`config.mk`:
```
export PLATFORM = sky130hd
export DESIGN_NAME = fetch_controller
export DESIGN_NICKNAME = d
export VERILOG_FILES = /design/src/rtl/fetch_controller.sv
export SDC_FILE = /design/constraint.sdc
export NUM_CORES = 1
export LEC_CHECK = 0
export CAP_MARGIN = 40
export CORE_MARGIN = 2
export CORE_UTILIZATION = 55
export CTS_CLUSTER_SIZE = 28
export DETAILED_ROUTE_END_ITERATION = 8
export PLACE_DENSITY = 0.84
export SLEW_MARGIN = 5
export SYNTH_ARGS = -nofsm -noshare
export SYNTH_HDL_FRONTEND = slang
export SYNTH_SLANG_ARGS = --single-unit
```
`constraint.sdc`:
```
create_clock -name clk -period 18.1 [get_ports clk]
set_input_delay 3.62 -clock clk [delete_from_list [all_inputs] [get_ports clk]]
set_output_delay 3.62 -clock clk [all_outputs]
set_load 0.02 [all_outputs]
```
`src/rtl/fetch_controller.sv`:
```
// ---------------------------------------------------------------------------
// fetch_controller
//
// Purpose:
//   Owns the program counter and sequences a combinational, read-only
//   instruction memory. Each cycle the current PC is presented on imem_addr;
//   when there is room in the instruction buffer (or the head is leaving this
//   cycle) the returned word is captured together with its PC and the PC
//   advances by one word. The buffer feeds decode through a valid/ready
//   handshake. Redirects (branch/jump) flush the buffer and reload the PC;
//   halt freezes fetch while letting decode drain what is already buffered.
//
// Ports:
//   clk            in   1     rising-edge clock
//   rst_n          in   1     asynchronous reset, active-low
//   imem_addr      out  XLEN  byte address to instruction memory (always = pc)
//   imem_rdata     in   XLEN  instruction word for imem_addr, same cycle
//   redirect_valid in   1     load redirect_pc and flush the buffer
//   redirect_pc    in   XLEN  redirect target byte address
//   halt           in   1     level; stop issuing new fetches
//   out_valid      out  1     buffer head holds a valid instruction
//   out_ready      in   1     decode accepts the head this cycle
//   out_instr      out  XLEN  instruction at buffer head
//   out_pc         out  XLEN  PC of out_instr
//   misalign_err   out  1     one-cycle pulse after a misaligned redirect
//   fetch_count    out  32    instructions pushed since reset (wraps)
// ---------------------------------------------------------------------------
module fetch_controller #(
   parameter int               XLEN       = 32,
   parameter logic [XLEN-1:0]  RESET_PC   = '0,
   parameter int               FIFO_DEPTH = 2
) (
   input  logic            clk,
   input  logic            rst_n,
   output logic [XLEN-1:0] imem_addr,
   input  logic [XLEN-1:0] imem_rdata,
   input  logic            redirect_valid,
   input  logic [XLEN-1:0] redirect_pc,
   input  logic            halt,
   output logic            out_valid,
   input  logic            out_ready,
   output logic [XLEN-1:0] out_instr,
   output logic [XLEN-1:0] out_pc,
   output logic            misalign_err,
   output logic [31:0]     fetch_count
);

   localparam int             PTR_W     = $clog2(FIFO_DEPTH);
   localparam logic [PTR_W:0] CNT_FULL  = (PTR_W + 1)'(FIFO_DEPTH);
   localparam logic [PTR_W:0] CNT_ONE   = (PTR_W + 1)'(1);
   localparam logic [PTR_W-1:0] PTR_ONE = PTR_W'(1);

   // Buffer storage, pointers and occupancy
   logic [XLEN-1:0]  r_instrMem [FIFO_DEPTH];
   logic [XLEN-1:0]  r_pcMem    [FIFO_DEPTH];
   logic [PTR_W-1:0] r_head;
   logic [PTR_W-1:0] r_tail;
   logic [PTR_W:0]   r_count;

   logic [XLEN-1:0]  r_pc;
   logic [31:0]      r_fetchCount;
   logic             r_misalign;

   // Values shown while the buffer is empty (last thing decode saw)
   logic [XLEN-1:0]  r_holdInstr;
   logic [XLEN-1:0]  r_holdPc;

   logic             w_empty;
   logic             w_full;
   logic             w_pop;
   logic             w_push;

   assign w_empty = (r_count == '0);
   assign w_full  = (r_count == CNT_FULL);

   // A departing head frees a slot in the same cycle, so a full buffer can
   // still accept a new word when decode is taking one. Redirect wins over
   // everything: nothing is pushed on the cycle the PC is reloaded.
   assign w_pop  = out_valid & out_ready;
   assign w_push = ~redirect_valid & ~halt & (~w_full | w_pop);

   assign imem_addr    = r_pc;
   assign out_valid    = ~w_empty;
   assign misalign_err = r_misalign;
   assign fetch_count  = r_fetchCount;

   // When empty, the head slot may contain an older entry, so the outputs
   // fall back to the registered copy of whatever was last presented.
   assign out_instr = w_empty ? r_holdInstr : r_instrMem[r_head];
   assign out_pc    = w_empty ? r_holdPc    : r_pcMem[r_head];

   // Storage array carries no reset; occupancy alone decides validity.
   always_ff @(posedge clk) begin
      if (w_push) begin
         r_instrMem[r_tail] <= imem_rdata;
         r_pcMem[r_tail]    <= r_pc;
      end
   end

   // Pointer and occupancy bookkeeping. A redirect discards all buffered
   // entries by returning both pointers and the count to zero.
   always_ff @(posedge clk or negedge rst_n) begin
      if (!rst_n) begin
         r_head  <= '0;
         r_tail  <= '0;
         r_count <= '0;
      end else if (redirect_valid) begin
         r_head  <= '0;
         r_tail  <= '0;
         r_count <= '0;
      end else begin
         if (w_pop) begin
            r_head <= r_head + PTR_ONE;
         end
         if (w_push) begin
            r_tail <= r_tail + PTR_ONE;
         end
         if (w_push && !w_pop) begin
            r_count <= r_count + CNT_ONE;
         end else if (w_pop && !w_push) begin
            r_count <= r_count - CNT_ONE;
         end
      end
   end

   // Program counter: redirect targets are forced to word alignment; the
   // increment wraps naturally at the top of the address space.
   always_ff @(posedge clk or negedge rst_n) begin
      if (!rst_n) begin
         r_pc <= RESET_PC;
      end else if (redirect_valid) begin
         r_pc <= {redirect_pc[XLEN-1:2], 2'b00};
      end else if (w_push) begin
         r_pc <= r_pc + XLEN'(4);
      end
   end

   // Push counter, free-running modulo 2^32
   always_ff @(posedge clk or negedge rst_n) begin
      if (!rst_n) begin
         r_fetchCount <= '0;
      end else if (w_push) begin
         r_fetchCount <= r_fetchCount + 32'd1;
      end
   end

   // Misalignment flag is recomputed every edge, so it is naturally a
   // single-cycle pulse per offending redirect.
   always_ff @(posedge clk or negedge rst_n) begin
      if (!rst_n) begin
         r_misalign <= 1'b0;
      end else begin
         r_misalign <= redirect_valid & (redirect_pc[1:0] != 2'b00);
      end
   end

   // Track the presented head every cycle so the outputs can hold it once
   // the buffer empties (by draining or by a flush).
   always_ff @(posedge clk or negedge rst_n) begin
      if (!rst_n) begin
         r_holdInstr <= '0;
         r_holdPc    <= '0;
      end else begin
         r_holdInstr <= out_instr;
         r_holdPc    <= out_pc;
      end
   end

endmodule

```
==> results.tsv, run 1 <==
stage	metric	value	unit
routing	Vias/cell	5.46	
layout	Synth-to-Final Area Change	32.2	%
clock_tree	Clock Pin Slew Worst Setup and Hold Paths	0.06	ns
clock_tree	# resized after CTS	0	
run_status	outcome	completed	
clock_tree	hold-fix buffers at CTS	0	
layout	most frequent cells in the layout	clkdlybuf4s50_1, dfrtp_1, edfxtp_1	
synth	EDFF count, synth	124	
sta	period utilization	0.356	
sta	RSZ-0062 raised after global routing	no	
floorplan	die width	139	um
setup_path	Worst R2R Start	imem_addr[2]	
global_route	GR Layer Usage met1	0.320	
routing	router iterations before antenna repair	5	
setup_path	worst flop-to-flop path endpoint	imem_addr[10]	
synth	top post-synthesis cells by area	edfxtp_1, dfrtp_1, mux2i_1, o21ai_0, nand2_1	
global_route	met2 GRT Util	0.390	
routing	total number of vias	6596	
placed_design	RD Place Congestion	0.830	
synth	Mapped Area	10000	um^2
layout	layout cell share with drive strength beyond 1	0.0704	
synth	Avg Inst Size Synth	13.3	um^2
sta	Clock Skew	0.0175	ns
layout	most common cell after layout, fill and taps aside	clkdlybuf4s50_1	
synth	async set-or-reset flop fraction in the synthesized netlist	0.514	
placed_design	HPWL Detailed	15000	um
floorplan	core area	18000	um^2
sta	Hold Vio Cnt, Final	0	
worst_hold_path	Hold Path Depth	2	
worst_hold_path	Worst Min Path Start	r_holdPc[9]	
synth	Post-Synthesis Cells	755	
global_route	M3 GR Usage	0.0501	
setup_path	Crit path buffers/inverters	2	
sta	worst relative slew slack	0.479	
routing	post-route ant nets	0	
synth	Most used DFF post-synth	dfrtp_1	
routing	initial DRC count	446	
worst_hold_path	Hold Path Class	reg2reg	
clock_tree	CTS Sinks	255	
clock_tree	H-Tree Depth	1	
setup_path	CP top delay family	buffers and inverters	
synth	distinct cell type count after synthesis	46	
setup_path	kind of critical path	reg2out	
layout	number of diodes	0	
clock_tree	TritonCTS buffer count	27	
synth	sequential-to-total area share from yosys stat	0.697	
global_route	layer with the highest usage	met2	
sta	fin. max-slew vios	0	
setup_path	R2R cell count	6	
clock_tree	Setup Buffers After CTS	0	
setup_path	Critical-path top delay cell	dfrtp_4	
sta	Final min period	6.44	ns
sta	setup TNS	0	ns
synth	Yosys reg bits	255	
clock_tree	Clock Tree Root	clkbuf_16	
layout	NumNets Final	1030	
synth	post-synth top area cell	edfxtp_1	
clock_tree	TritonCTS clock tree	done	
floorplan	die area	19400	um^2
routing	WL/cell	18.6	um
floorplan	Die Ht	139	um
run	maxcap violations	0	
global_route	Tot GR Track Use	0.234	
power	Static Leak	0.00507	uW
sta	Setup violations, final	0	
global_route	vias in the first global route	6698	
power	IR drop worst, VDD	0.0975	mV
global_route	first-pass GRT wire length	35900	um
setup_path	Worst setup SP type	flop	
setup_path	Worst Setup SP	r_head	
setup_path	WP data arrival	2.82	ns
worst_hold_path	Hold EP	r_holdPc[9]	
setup_path	CP peak stage delay	0.78	ns
clock_tree	worst skew pair latency	0.54	ns
sta	Max Clock Freq	155	MHz
global_route	initial antenna violation count	0	
setup_path	CP Max Fanout	37	
sta	worst slew pin tran	0.775	ns
routing	final wirelength	22500	um
global_route	global route overflow	0	
power	power per cell area	117	nW/um^2
setup_path	CP cell instances	buf_16 -> mux2i_1 -> o21ai_0 -> clkdlybuf4s50_1	
clock_tree	Longest Clk Path Bufs	3	
global_route	largest net degree at the start of global routing	93	
setup_path	CP required	14.48	ns
floorplan	num ports	199	
layout	fill count	1180	
power	Power, Total	1550	uW
synth	Ys Warns	0	
routing	drc violations	0	
floorplan	std cell rows	49	
setup_path	crit end category	output pin	
setup_path	reg-to-reg slack, setup	16.00	ns
synth	top cell type's share of synthesized area	0.371	
placed_design	Port-buffer cells	196	
floorplan	Initial Utilization	0.559	
-- worst register-to-register path: stages, from the launching register on --
cell	delay [ns]
dfrtp_1	0.51
ha_1	0.28
nand2b_1	0.12
nor3_1	0.61
and3_1	0.27
xnor2_1	0.11
o21ai_0	0.08
-- synth_stat cells, types with 3 or more instances --
cell,number
nand3_1,20
dfrtp_1,131
buf_1,3
a31oi_1,4
clkbuf_1,24
or4_1,3
and2_1,5
nand4_1,19
xor2_1,34
nand2_1,112
and3_1,15
o21ai_0,90
inv_1,8
nor4_1,3
edfxtp_1,124
mux2_2,3
and4_1,3
xnor2_1,25
nor2_1,23
nor3_1,11
mux2i_1,63
-- layer usage --
metal	vias up	share of wire
li1	3109	-
met3	31	0.066
met1	3221	0.42
met4	0	0.016
met5	-	0
met2	235	0.49
-- per-stage QoR --
| stage | utilization | instances | hold WS (ns) | worst slack, ns | area, um^2 |
|---|---|---|---|---|---|
| global placement | 0.680 | 1153 | 0.466 | 12.08 | 12200 |
| detailed placement | 0.687 | 1159 | 0.472 | 12.23 | 12300 |
| finish | 0.739 | 1209 | 0.485 | 11.66 | 13300 |
| global route | 0.739 | 1209 | 0.507 | 11.51 | 13300 |
| floorplan | - | 756 | 0.525 | 7.65 | 10000 |
| CTS | 0.739 | 1209 | 0.492 | 11.62 | 13300 |
-- registers in the layout, summed over array words and instances, names as in the netlist --
| name | count |
|---|---|
| r_instrMem | 64 |
| imem_addr | 30 |
| misalign_err | 1 |
| r_count | 2 |
| r_holdInstr | 32 |
| r_tail | 1 |
| r_pcMem | 60 |
| fetch_count | 32 |
| r_head | 1 |
| r_holdPc | 32 |
-- cells by family (layout without fill, tap and decap cells) --
kind of cell,count (synthesis),in the layout,share of synthesized area
xor gates and xnor gates,59,59,0.0515
buffers and inverters,40,264,0.0160
muxes,66,66,0.0662
AOI/OAI and AO/OA,100,100,0.0511
DFF,255,255,0.697
and+or+nand+nor,232,232,0.115
adders and majority gates,2,2,0.00249
other,1,2,0.000374
-- how the worst max path moves through the flow --
stage	endpoint	cells after the start
2_1_floorplan	r_instrMem[0][0]	2
3_3_place_gp	out_instr[23]	4
3_5_place_dp	imem_addr[10]	6
4_1_cts	out_instr[24]	4
5_1_grt	out_pc[16]	6
6_report	out_instr[24]	4
-- cell type report --
class,instances,area [um^2],area share
flip-flops and latches,255,7010,0.528
multi-input cells,461,2900,0.219
repair buffers,205,2120,0.160
clock buffers,39,741,0.0558
well taps,229,287,0.0216
clock inverters,11,180,0.0136
inverters,9,33.8,0.00255
-- where the power goes --
group / total, uW / switching [uW] / internal [uW]
combinational: 276 / 149 / 127
sequential: 710 / 38.6 / 671
clock: 565 / 220 / 345
total: 1550 / 408 / 1140
(Power assumes the default switching activity.)
==> run 2, diff against run 1 <==
--- a/config.mk
+++ b/config.mk
@@ -7,10 +7,10 @@
 export LEC_CHECK = 0
 export CAP_MARGIN = 40
 export CORE_MARGIN = 2
-export CORE_UTILIZATION = 55
+export CORE_UTILIZATION = 52
 export CTS_CLUSTER_SIZE = 28
 export DETAILED_ROUTE_END_ITERATION = 8
-export PLACE_DENSITY = 0.84
+export PLACE_DENSITY = 0.8
 export SLEW_MARGIN = 5
 export SYNTH_ARGS = -nofsm -noshare
 export SYNTH_HDL_FRONTEND = slang
==> constraint.sdc (replaced) <==
create_clock -name clk -period 6.7 [get_ports clk]
set_input_delay 1.34 -clock clk [delete_from_list [all_inputs] [get_ports clk]]
set_output_delay 1.34 -clock clk [all_outputs]
set_load 0.02 [all_outputs]
==> run 2 against run 1 <==
Clock skew fell by 0.010 ns. Via count fell by 1.4%. Clock power rose to 2.7 times the previous value. Global-route usage shrank 1.5 points. First-iteration DRC count is 0.45% lower. Worst setup slack got worse by 9.7 ns. Non-clock buffer count decreased by 2. Die area increased by 5.6%. Critical path type unchanged. Power grew to 2.7 times the previous value. Count of clock-buffer cells in the layout fell by 7. Core utilization shrank 3.4 points. Cell area about the same.
==> results.tsv, run 2 (synthesized netlist as in run 1, its figures left out) <==
stage	metric	value	unit
floorplan	Initial Utilization	0.533	
global_route	vias in the first global route	6462	
global_route	Tot GR Track Use	0.218	
clock_tree	H-Tree Depth	1	
routing	total number of vias	6505	
layout	number of diodes	0	
sta	fin worst setup slack	1.97	ns
floorplan	die area	20400	um^2
clock_tree	worst skew pair latency	0.52	ns
setup_path	CP top delay family	buffers and inverters	
setup_path	Worst setup SP type	flop	
run_status	outcome	completed	
global_route	M3 GR Usage	0.0567	
sta	worst relative slew slack	0.478	
clock_tree	Setup Buffers After CTS	0	
routing	initial DRC count	444	
sta	Setup violations, final	0	
setup_path	CP required	5.36	ns
sta	Final min period	4.73	ns
clock_tree	Clock Pin Slew Worst Setup and Hold Paths	0.06	ns
setup_path	Crit path buffers/inverters	2	
setup_path	Critical-path top delay cell	buf_4	
routing	Vias/cell	5.26	
routing	drc violations	0	
power	Power, Total	4210	uW
setup_path	WP data arrival	3.39	ns
worst_hold_path	Hold Path Class	reg2reg	
global_route	layer with the highest usage	met2	
clock_tree	Longest Clk Path Bufs	3	
layout	Finished Layout Cells	1236	
power	power per cell area	317	nW/um^2
sta	Clock Skew	0.00699	ns
setup_path	kind of critical path	reg2out	
sta	Max Clock Freq	212	MHz
global_route	largest net degree at the start of global routing	87	
global_route	GR Layer Usage met1	0.300	
layout	Biggest register	r_instrMem	
power	IR drop worst, VDD	0.218	mV
global_route	met2 GRT Util	0.356	
run	maxcap violations	0	
setup_path	CP cell instances	nor2_4 -> buf_4 -> nand2_1 -> o21ai_0 -> clkdlybuf4s50_1	
layout	biggest regs	r_instrMem x64, r_pcMem x60	
layout	NumNets Final	1027	
sta	setup TNS	0	ns
routing	final wirelength	22000	um
layout	number of flip-flops in the largest register	64	
clock_tree	TritonCTS buffer count	26	
clock_tree	Clock Tree Root	clkbuf_16	
placed_design	HPWL Detailed	14500	um
sta	worst slew pin tran	0.783	ns
global_route	initial antenna violation count	0	
setup_path	CP Max Fanout	86	
clock_tree	# resized after CTS	0	
layout	Multi-input gate area	2910	um^2
sta	RSZ-0062 raised after global routing	no	
layout	Reg area	7010	um^2
routing	WL/cell	17.8	um
routing	router iterations before antenna repair	4	
placed_design	RD Place Congestion	0.793	
clock_tree	hold-fix buffers at CTS	0	
clock_tree	TritonCTS clock tree	done	
power	Static Leak	0.00505	uW
setup_path	CP peak stage delay	0.68	ns
global_route	global route overflow	0	
layout	fill count	1286	
layout	Synth-to-Final Area Change	32.2	%
layout	layout cell share with drive strength beyond 1	0.0717	
layout	most frequent cells in the layout	clkdlybuf4s50_1, dfrtp_1, edfxtp_1	
setup_path	crit end category	output pin	
global_route	first-pass GRT wire length	34900	um
floorplan	Die Ht	143	um
floorplan	std cell rows	50	
clock_tree	CTS Sinks	255	
routing	post-route ant nets	0	
floorplan	num ports	199	
placed_design	Port-buffer cells	196	
sta	period utilization	0.705	
sta	fin. max-slew vios	0	
placed_design	dpl ws	2.51	ns
sta	Hold Vio Cnt, Final	0	
layout	Core Util, Final	0.705	
layout	most common cell after layout, fill and taps aside	clkdlybuf4s50_1	
floorplan	core area	18800	um^2
floorplan	die width	143	um
placed_design	Cells after DPL	1188	
run 2: changes by cell type in the layout (fill, tap and decap cells not counted), sizes merged:
cell / change
clkinv: +4
clkinvlp: +3
clkbuf: -7
buf: -2
inv: -3
bufinv: +1
run 2: worst min-delay path, cell delays in order, from the launching register on:
cell	delay (ns)
dfrtp_1	0.32
nand2_1	0.04
o21ai_0	0.09
run 2: final cells by class:
class	instances	area share
clock buffers	32	0.0553
clock inverters	16	0.0159
inverters	9	0.00255
multi-input cells	461	0.219
flip-flops and latches	255	0.528
well taps	260	0.0245
repair buffers	203	0.155
run 2: final timing paths:
| check | from | to | slack [ns] | depth (start not counted) |
|---|---|---|---|---|
| max reg2reg | r_count[0] | r_holdInstr[31] | 4.33 | 3 |
| max | r_count[0] | out_instr[31] | 1.97 | 5 |
| min | r_holdPc[3] | r_holdPc[3] | 0.49 | 2 |
| max in group asynchronous | rst_n | r_holdPc[14] | 4.63 | 2 |
| min reg2reg | r_holdPc[3] | r_holdPc[3] | 0.49 | 2 |
| min in group asynchronous | rst_n | r_holdInstr[5] | 0.83 | 1 |
run 2: where the power goes:
group | switching [uW] | internal (uW)
Sequential | 101 | 1810
Clock | 586 | 969
Combinational | 404 | 338
run 2: layer usage:
| metal | share of wire | routed length [um] |
|---|---|---|
| met1 | 0.42 | 9330 |
| met2 | 0.48 | 10600 |
| met3 | 0.080 | 1760 |
| met4 | 0.017 | 376 |
| met5 | 0 | 0 |
run 2: metrics by stage:
step                      hold WS [ns]  cell area [um^2]
after floorplan                  0.542             10000
after global placement           0.463             12300
after detailed placement         0.468             12300
after CTS                        0.494             13300
after global routing             0.503             13300
final                            0.492             13300
==> run 3, diff against run 2 <==
--- a/config.mk
+++ b/config.mk
@@ -7,10 +7,10 @@
 export LEC_CHECK = 0
 export CAP_MARGIN = 40
 export CORE_MARGIN = 2
-export CORE_UTILIZATION = 52
+export CORE_UTILIZATION = 47
 export CTS_CLUSTER_SIZE = 28
 export DETAILED_ROUTE_END_ITERATION = 8
-export PLACE_DENSITY = 0.8
+export PLACE_DENSITY = 0.77
 export SLEW_MARGIN = 5
 export SYNTH_ARGS = -nofsm -noshare
 export SYNTH_HDL_FRONTEND = slang
==> constraint.sdc (replaced) <==
create_clock -name clk -period 4.1 [get_ports clk]
set_input_delay 0.82 -clock clk [delete_from_list [all_inputs] [get_ports clk]]
set_output_delay 0.82 -clock clk [all_outputs]
set_load 0.02 [all_outputs]
==> run 3 against run 2 <==
Final cell count is 1.6% higher. Sequential power is 64% higher. Routed wire length grew 2.6%. Global-route usage decreased by 1.9 points. Die area grew 10%. Power grew 63%. Core utilization is 7.1 points lower. Largest cell class unchanged. Clock power is 61% higher. Flip-flop and latch count unchanged. First-iteration DRC count down 14%. Worst hold slack got worse by 0.38 ns. Largest power group unchanged.
==> results.tsv, run 3 (synthesized netlist as in run 1, its figures left out) <==
stage	metric	value	unit
run_status	outcome	completed	
global_route	global route overflow	0	
floorplan	Initial Utilization	0.478	
placed_design	Port-buffer cells	196	
layout	layout cell share with drive strength beyond 1	0.0744	
floorplan	num ports	199	
sta	RSZ-0062 raised after global routing	no	
sta	worst slew pin tran	0.753	ns
power	IR drop worst, VDD	0.326	mV
sta	Max Clock Freq	280	MHz
floorplan	die area	22500	um^2
clock_tree	TritonCTS buffer count	27	
sta	Setup violations, final	0	
routing	post-route ant nets	0	
power	Clk network pwr share	0.364	
routing	initial DRC count	383	
power	Cell Int Power	5050	uW
power	sw power	1810	uW
setup_path	Worst R2R Start	r_count[1]	
floorplan	die width	150	um
power	Comb pwr share	0.179	
setup_path	Worst Setup SP	r_count[0]	
layout	most frequent cells in the layout	clkdlybuf4s50_1, dfrtp_1, edfxtp_1	
clock_tree	# resized after CTS	0	
layout	number of flip-flops in the largest register	64	
layout	Biggest register	r_instrMem	
clock_tree	hold-fix buffers at CTS	0	
power	power per cell area	515	nW/um^2
routing	router iterations before antenna repair	5	
routing	drc violations	0	
placed_design	HPWL Detailed	14600	um
global_route	Tot GR Track Use	0.199	
sta	worst relative slew slack	0.494	
power	Power, Total	6860	uW
floorplan	std cell rows	53	
global_route	first-pass GRT wire length	35100	um
clock_tree	Setup Buffers After CTS	0	
clock_tree	Longest Clk Path Bufs	3	
routing	total number of vias	6577	
run	maxcap violations	0	
setup_path	Worst setup SP type	flop	
layout	most common cell after layout, fill and taps aside	clkdlybuf4s50_1	
clock_tree	Clock Tree Root	clkbuf_16	
sta	WHS	0.110	ns
floorplan	core area	21000	um^2
layout	Synth-to-Final Area Change	32.7	%
clock_tree	Clock Pin Slew Worst Setup and Hold Paths	0.06	ns
setup_path	kind of critical path	reg2out	
placed_design	RD Place Congestion	0.816	
power	sequential share of power	0.456	
routing	WL/cell	18.0	um
setup_path	crit end category	output pin	
setup_path	CP Max Fanout	114	
sta	fin. max-slew vios	0	
routing	Vias/cell	5.24	
clock_tree	TritonCTS clock tree	done	
global_route	largest net degree at the start of global routing	115	
sta	Clock Skew	0.00892	ns
floorplan	Die Ht	150	um
layout	fill count	1583	
global_route	vias in the first global route	6550	
layout	number of diodes	0	
sta	Final min period	3.58	ns
clock_tree	worst skew pair latency	0.53	ns
layout	NumNets Final	1031	
sta	setup TNS	0	ns
setup_path	WP data arrival	2.76	ns
clock_tree	H-Tree Depth	1	
layout	biggest regs	r_instrMem x64, r_pcMem x60	
setup_path	CP required	3.28	ns
worst_hold_path	Hold Path Class	in2async	
routing	final wirelength	22600	um
power	Static Leak	0.00506	uW
power	Sw Share	0.264	
sta	period utilization	0.873	
global_route	initial antenna violation count	1	
clock_tree	CTS Sinks	255	
sta	Hold Vio Cnt, Final	0	
## run 3: final timing paths
check / to / slack (ns) / cells after the start
max in group asynchronous: r_holdPc[23] / 3.06 / 3
worst min-delay path: r_holdInstr[6] / 0.11 / 1
min in group clk: fetch_count[31] / 0.48 / 1
worst max-delay path: out_instr[11] / 0.52 / 5
worst min register to register: fetch_count[31] / 0.48 / 1
worst max register to register: imem_addr[25] / 1.86 / 5
## run 3: power groups by stage
stage / logic (uW) / clock network, uW / registers, uW
floorplan: 550 / 0 / 3200
global placement: 1210 / 0 / 3170
detailed placement: 1240 / 0 / 3170
CTS: 1250 / 2550 / 3130
global route: 1330 / 2670 / 3160
finish: 1230 / 2500 / 3130
## run 3: worst max-delay path: stages, from the launching register on
cell	delay, ns
dfrtp_1	0.48
nor2_4	0.33
buf_12	0.36
nand2_1	0.12
o21ai_0	0.15
clkdlybuf4s50_1	0.68
## run 3: per-stage QoR
| stage | instance area (um^2) | worst slack [ns] | std cells | utilization |
|---|---|---|---|---|
| final | 13300 | 0.523 | 1256 | 0.634 |
| after global routing | 13300 | 0.351 | 1256 | 0.634 |
| after CTS | 13300 | 0.481 | 1256 | 0.634 |
| after detailed placement | 12400 | 0.969 | 1206 | 0.590 |
| after global placement | 12300 | 1.04 | 1204 | 0.587 |
| after floorplan | 10100 | 0.529 | 756 | - |
## run 3: layout make-up
cell class	instances	area, um^2	share of cell area
flip-flops and latches	255	7010	0.526
multi-input cells	461	2910	0.218
repair buffers	206	2100	0.158
clock buffers	32	694	0.0521
well taps	275	344	0.0258
clock inverters	18	228	0.0171
inverters	9	33.8	0.00254
## run 3: layer usage
layer | part of all wire | vias to the layer above | GRT usage
li1 | - | 3101 | -
met1 | 0.43 | 3197 | 0.266
met4 | 0.018 | 2 | 0.0467
met2 | 0.48 | 239 | 0.329
met3 | 0.076 | 38 | 0.0512
met5 | 0.00053 | - | 0
